### config.mk
export PLATFORM = sky130hd
export DESIGN_NAME = exe_mem_pipe_reg
export DESIGN_NICKNAME = d
export VERILOG_FILES = /design/src/rtl/exe_mem_pipe_reg.sv
export SDC_FILE = /design/constraint.sdc
export NUM_CORES = 1
export LEC_CHECK = 0
export ABC_AREA = 1
export CAP_MARGIN = 40
export CORE_MARGIN = 2
export CORE_UTILIZATION = 45
export CTS_BUF_LIST = sky130_fd_sc_hd__clkbuf_4
export DETAILED_ROUTE_END_ITERATION = 8
export PLACE_DENSITY_LB_ADDON = 0.2
export RECOVER_POWER = 50
export SYNTH_ARGS = -nofsm -noshare
export SYNTH_HDL_FRONTEND = slang
export SYNTH_SLANG_ARGS = --single-unit
export TNS_END_PERCENT = 20
### constraint.sdc
create_clock -name clk -period 4.9 [get_ports clk]
set_input_delay 0.98 -clock clk [delete_from_list [all_inputs] [get_ports clk]]
set_output_delay 0.98 -clock clk [all_outputs]
set_load 0.005 [all_outputs]
### src/rtl/exe_mem_pipe_reg.sv
// EXE->MEM pipeline register with valid/ready handshake and a 2-entry skid
// buffer. A synchronous flush squashes every buffered entry, and out_ctrl is
// masked whenever the stage is empty so bubbles never raise write enables.
// Optional feature macro: PIPE_STALL_CNT_EN adds a saturating stall_cnt port
// that counts cycles with out_valid=1 and out_ready=0.
module exe_mem_pipe_reg #(
  parameter int DATA_W = 32,
  parameter int DEST_W = 4,
  parameter int CTRL_W = 3,
  parameter int CNT_W  = 16
) (
  input  logic              clk,
  input  logic              rst,
  input  logic              flush,
  input  logic              in_valid,
  output logic              in_ready,
  input  logic [CTRL_W-1:0] in_ctrl,
  input  logic [DEST_W-1:0] in_dest,
  input  logic [DATA_W-1:0] in_alu,
  input  logic [DATA_W-1:0] in_val_rm,
  output logic              out_valid,
  input  logic              out_ready,
  output logic [CTRL_W-1:0] out_ctrl,
  output logic [DEST_W-1:0] out_dest,
  output logic [DATA_W-1:0] out_alu,
  output logic [DATA_W-1:0] out_val_rm
`ifdef PIPE_STALL_CNT_EN
  ,
  output logic [CNT_W-1:0]  stall_cnt
`endif
);

  typedef enum logic [1:0] {
    S_EMPTY = 2'd0,
    S_ONE   = 2'd1,
    S_TWO   = 2'd2
  } state_t;

  state_t state, state_nxt;

  logic accept;
  logic drain;
  logic load_main_in;
  logic load_main_skid;
  logic load_skid;

  // Main entry drives the outputs; skid entry absorbs one result under backpressure.
  logic [CTRL_W-1:0] main_ctrl_p1, skid_ctrl_p1;
  logic [DEST_W-1:0] main_dest_p1, skid_dest_p1;
  logic [DATA_W-1:0] main_alu_p1,  skid_alu_p1;
  logic [DATA_W-1:0] main_rm_p1,   skid_rm_p1;

  // Handshake flags come from the state register only, so out_ready never
  // reaches in_ready combinationally.
  assign out_valid = (state != S_EMPTY);
  assign in_ready  = (state != S_TWO);
  assign accept    = in_valid & in_ready;
  assign drain     = out_valid & out_ready;

  // State register.
  always_ff @(posedge clk or posedge rst) begin
    if (rst) state <= S_EMPTY;
    else     state <= state_nxt;
  end

  // Next-state and payload-load decode; flush drops any simultaneous input.
  always_comb begin
    state_nxt      = state;
    load_main_in   = 1'b0;
    load_main_skid = 1'b0;
    load_skid      = 1'b0;
    case (state)
      S_EMPTY: begin
        if (accept) begin
          load_main_in = 1'b1;
          state_nxt    = S_ONE;
        end
      end
      S_ONE: begin
        if (accept && drain) begin
          load_main_in = 1'b1;
        end else if (accept) begin
          load_skid = 1'b1;
          state_nxt = S_TWO;
        end else if (drain) begin
          state_nxt = S_EMPTY;
        end
      end
      S_TWO: begin
        if (drain) begin
          load_main_skid = 1'b1;
          state_nxt      = S_ONE;
        end
      end
      default: state_nxt = S_EMPTY;
    endcase
    if (flush) begin
      state_nxt      = S_EMPTY;
      load_main_in   = 1'b0;
      load_main_skid = 1'b0;
      load_skid      = 1'b0;
    end
  end

  // ---- stage p1: main entry ----
  // Main payload: load from EXE or promote the skid entry.
  always_ff @(posedge clk or posedge rst) begin
    if (rst) begin
      main_ctrl_p1 <= '0;
      main_dest_p1 <= '0;
      main_alu_p1  <= '0;
      main_rm_p1   <= '0;
    end else if (load_main_in) begin
      main_ctrl_p1 <= in_ctrl;
      main_dest_p1 <= in_dest;
      main_alu_p1  <= in_alu;
      main_rm_p1   <= in_val_rm;
    end else if (load_main_skid) begin
      main_ctrl_p1 <= skid_ctrl_p1;
      main_dest_p1 <= skid_dest_p1;
      main_alu_p1  <= skid_alu_p1;
      main_rm_p1   <= skid_rm_p1;
    end
  end

  // ---- stage p1: skid entry ----
  // Skid payload: captures the input when main is stalled.
  always_ff @(posedge clk or posedge rst) begin
    if (rst) begin
      skid_ctrl_p1 <= '0;
      skid_dest_p1 <= '0;
      skid_alu_p1  <= '0;
      skid_rm_p1   <= '0;
    end else if (load_skid) begin
      skid_ctrl_p1 <= in_ctrl;
      skid_dest_p1 <= in_dest;
      skid_alu_p1  <= in_alu;
      skid_rm_p1   <= in_val_rm;
    end
  end

  // Control is masked on bubbles; data fields show main contents as-is.
  assign out_ctrl   = main_ctrl_p1 & {CTRL_W{out_valid}};
  assign out_dest   = main_dest_p1;
  assign out_alu    = main_alu_p1;
  assign out_val_rm = main_rm_p1;

`ifdef PIPE_STALL_CNT_EN
  function automatic logic [CNT_W-1:0] sat_inc(input logic [CNT_W-1:0] v);
    if (v == {CNT_W{1'b1}}) return v;
    return v + 1'b1;
  endfunction

  // Stall counter: saturating count of blocked cycles; only rst clears it.
  always_ff @(posedge clk or posedge rst) begin
    if (rst)                         stall_cnt <= '0;
    else if (out_valid && !out_ready) stall_cnt <= sat_inc(stall_cnt);
  end
`else
  logic unused_cnt_w;
  assign unused_cnt_w = ^CNT_W;
`endif

endmodule

==> reports/metrics.cfg <==
[detailed_routing]
ant_nets=0
vias_per_cell=5.16
wl_um=15300
vias=5367
wl_per_cell_um=14.7
drtIter0Drc=446
drc=0
drt-pass1-iter-count=8

[sta]
slew_headroom_pct=-4.14
fmax_mhz=303
worst_slack_ns=1.59
grt_setup_unrepaired=false
finalSetupTns_ns=0
tightest_slew_ns=1.56
fin_worst_skew_ns=0.0126
period_needed_ns=3.31
fin_crit_sh_pct=67.5
finalSetupViolCount=0
holdWs_ns=0.483
hold_viol=0
drv_slew=72

[cts]
clkLatencyLatePin_ns=0.53
path_clk_slew_ns=0.10
cts_root_buffer=clkbuf_4
cts_resized=0
clk_path_buf_depth=2
hold_buffers=0
numCtsBuffers=17
cts_max_level=4
post_cts.repair.setup_buffers=0
cts.sinks=144
cts_tree=built

[final_layout]
seqCellArea_um2=3600
multiInputGateArea_um2=2150
syn2layout_area_growth_pct=32.6
stdcell_area_um2=7940
finalCoreUtilization_pct=60.5
nets=926
nFillCells=1161
layout-drive-gt1-share_pct=4.87

[place]
pre_cts_ws_ns=2.12
dpl_cell_area_um2=7630
globalplace.congestion=0.760
dp.final_hpwl_um=9460
io_buffers=148

[setup_path]
crit_fanout=65
worstSetupEndpointType=asynchronous set/reset pin
r2r_cells=5
required_ns=5.35
critPathKind=input port to asynchronous set/reset pin
cp.arrival_ns=3.76
startpoint_type=input port

[status]
violations=capacitance limit, slew limit
status=complete, but fails checks

[power_and_ir_drop]
p_per_area_nw_per_um2=436
power_leakage_nw=3.86
max-vdd-ir-drop_mv=0.189

[floorplanning]
initial_utilization_pct=45.6
num_rows=42
design.die.area_um2=14300
dieWidth_um=119
fp.coreArea_um2=13100
io_pins=149
dieHeight_um=119

[global_routing]
antenna_found_initial=1
grt_pass1_wl_um=25200
groute.usage.overall_pct=22.3
overflow=0
first_global_vias=5143
grt_max_degree=72

[synthesis]
syn_avg_cell_area_um2=8.37
synth_seq_cells=144
synth_warnings=0
synth_cells=716
syn_area_um2=5990
ys_types=12
ys_seq_area_share_pct=60.2
synth_fp_nets=792

[run]
cap_violations=2

[hold_path]
hold_depth=2
hold_path.class=register to register

-- where the power goes --
| part | leakage, nW | switching, mW | internal [mW] |
|---|---|---|---|
| registers | 1.81 | 0.215 | 1.56 |
| clock network | 0.175 | 0.421 | 0.453 |
| logic | 1.88 | 0.358 | 0.454 |
-- area by class of cell --
cell class	instances	area share (%)
flip-flops and latches	144	45.4
clock inverters	13	2.44
multi-input cells	520	27.1
inverters	10	0.488
well taps	176	2.77
clock buffers	18	1.70
repair buffers	157	20.1
diodes	2	0.0630
-- sequential cells by signal, summed over array words and instances (netlist names) --
register and flops:
state 2, skid_alu_p1 32, out_dest 4, out_val_rm 32, skid_dest_p1 4, main_ctrl_p1 3, skid_ctrl_p1 3, out_alu 32
skid_rm_p1 32
-- path summary, 6_finish.rpt --
| kind | start | endpoint | slack, ns |
|---|---|---|---|
| setup reg to reg | state[0] | out_alu[20] | 2.56 |
| hold / removal | skid_alu_p1[17] | skid_alu_p1[17] | 0.48 |
| hold reg to reg | skid_alu_p1[17] | skid_alu_p1[17] | 0.48 |
| setup / recovery | rst | skid_alu_p1[15] | 1.59 |
| min in group asynchronous | rst | out_val_rm[21] | 1.22 |
| max in group clk | out_ready | out_alu[20] | 1.93 |
-- synthesized netlist by cell type --
cell type  instances  area, um2
nand2_1          364       1370
nand3_1          146        731
dfrtp_1          144       3600
buf_2             28        140
clkbuf_1          13       48.8
inv_1              7       26.3
nor2_1             6       22.5
inv_2              3       11.3
nand3_2            2       20.0
buf_1              1       3.75
nor2_2             1       6.26
nor2_4             1       11.3
-- per-layer routing --
layer	up-vias	track usage [%]	part of all wire (%)
met4	0	7.43	1.4
met1	2595	30.7	44
met3	16	5.65	6.9
met5	-	0	0
li1	2545	-	-
met2	211	34.9	48
-- cells in the final DEF (no fill, tap or decap) --
master,Yosys,layout
buf_12,0,3
nand3_1,146,147
clkinv_2,0,5
clkbuf_4,0,18
clkbuf_2,0,1
clkdlybuf4s50_1,0,146
nor2_4,1,1
clkbuf_1,13,2
dlygate4sd3_1,0,2
inv_2,3,2
diode_2,0,2
clkinv_1,0,1
nand3_2,2,1
buf_4,0,2
clkinvlp_4,0,2
nor2_1,6,7
clkinvlp_2,0,1
dfrtp_1,144,144
bufinv_16,0,5
buf_16,0,1
nand2_1,364,364
inv_1,7,7
-- stage by stage --
| stage | instances | total power [mW] |
|---|---|---|
| floorplan | 716 | 2.15 |
| global placement | 1003 | 2.57 |
| detailed placement | 1007 | 2.62 |
| CTS | 1038 | 3.49 |
| global route | 1040 | 3.68 |
| finish | 1040 | 3.46 |
-- kinds of logic (layout without fill, tap and decap cells) --
family | Yosys count | count (layout) | share of synthesized area, %
flops | 144 | 144 | 60.2
simple gates | 520 | 520 | 36.0
buf+inv | 52 | 198 | 3.84
other cells | 0 | 2 | 0
-- critical path, cell delays in order --
cell and delay [ns]:
dlygate4sd3_1 0.54, clkinvlp_2 0.86, buf_16 0.37, clkbuf_1 0.96
Note: power is estimated with default switching activity, not from simulation.
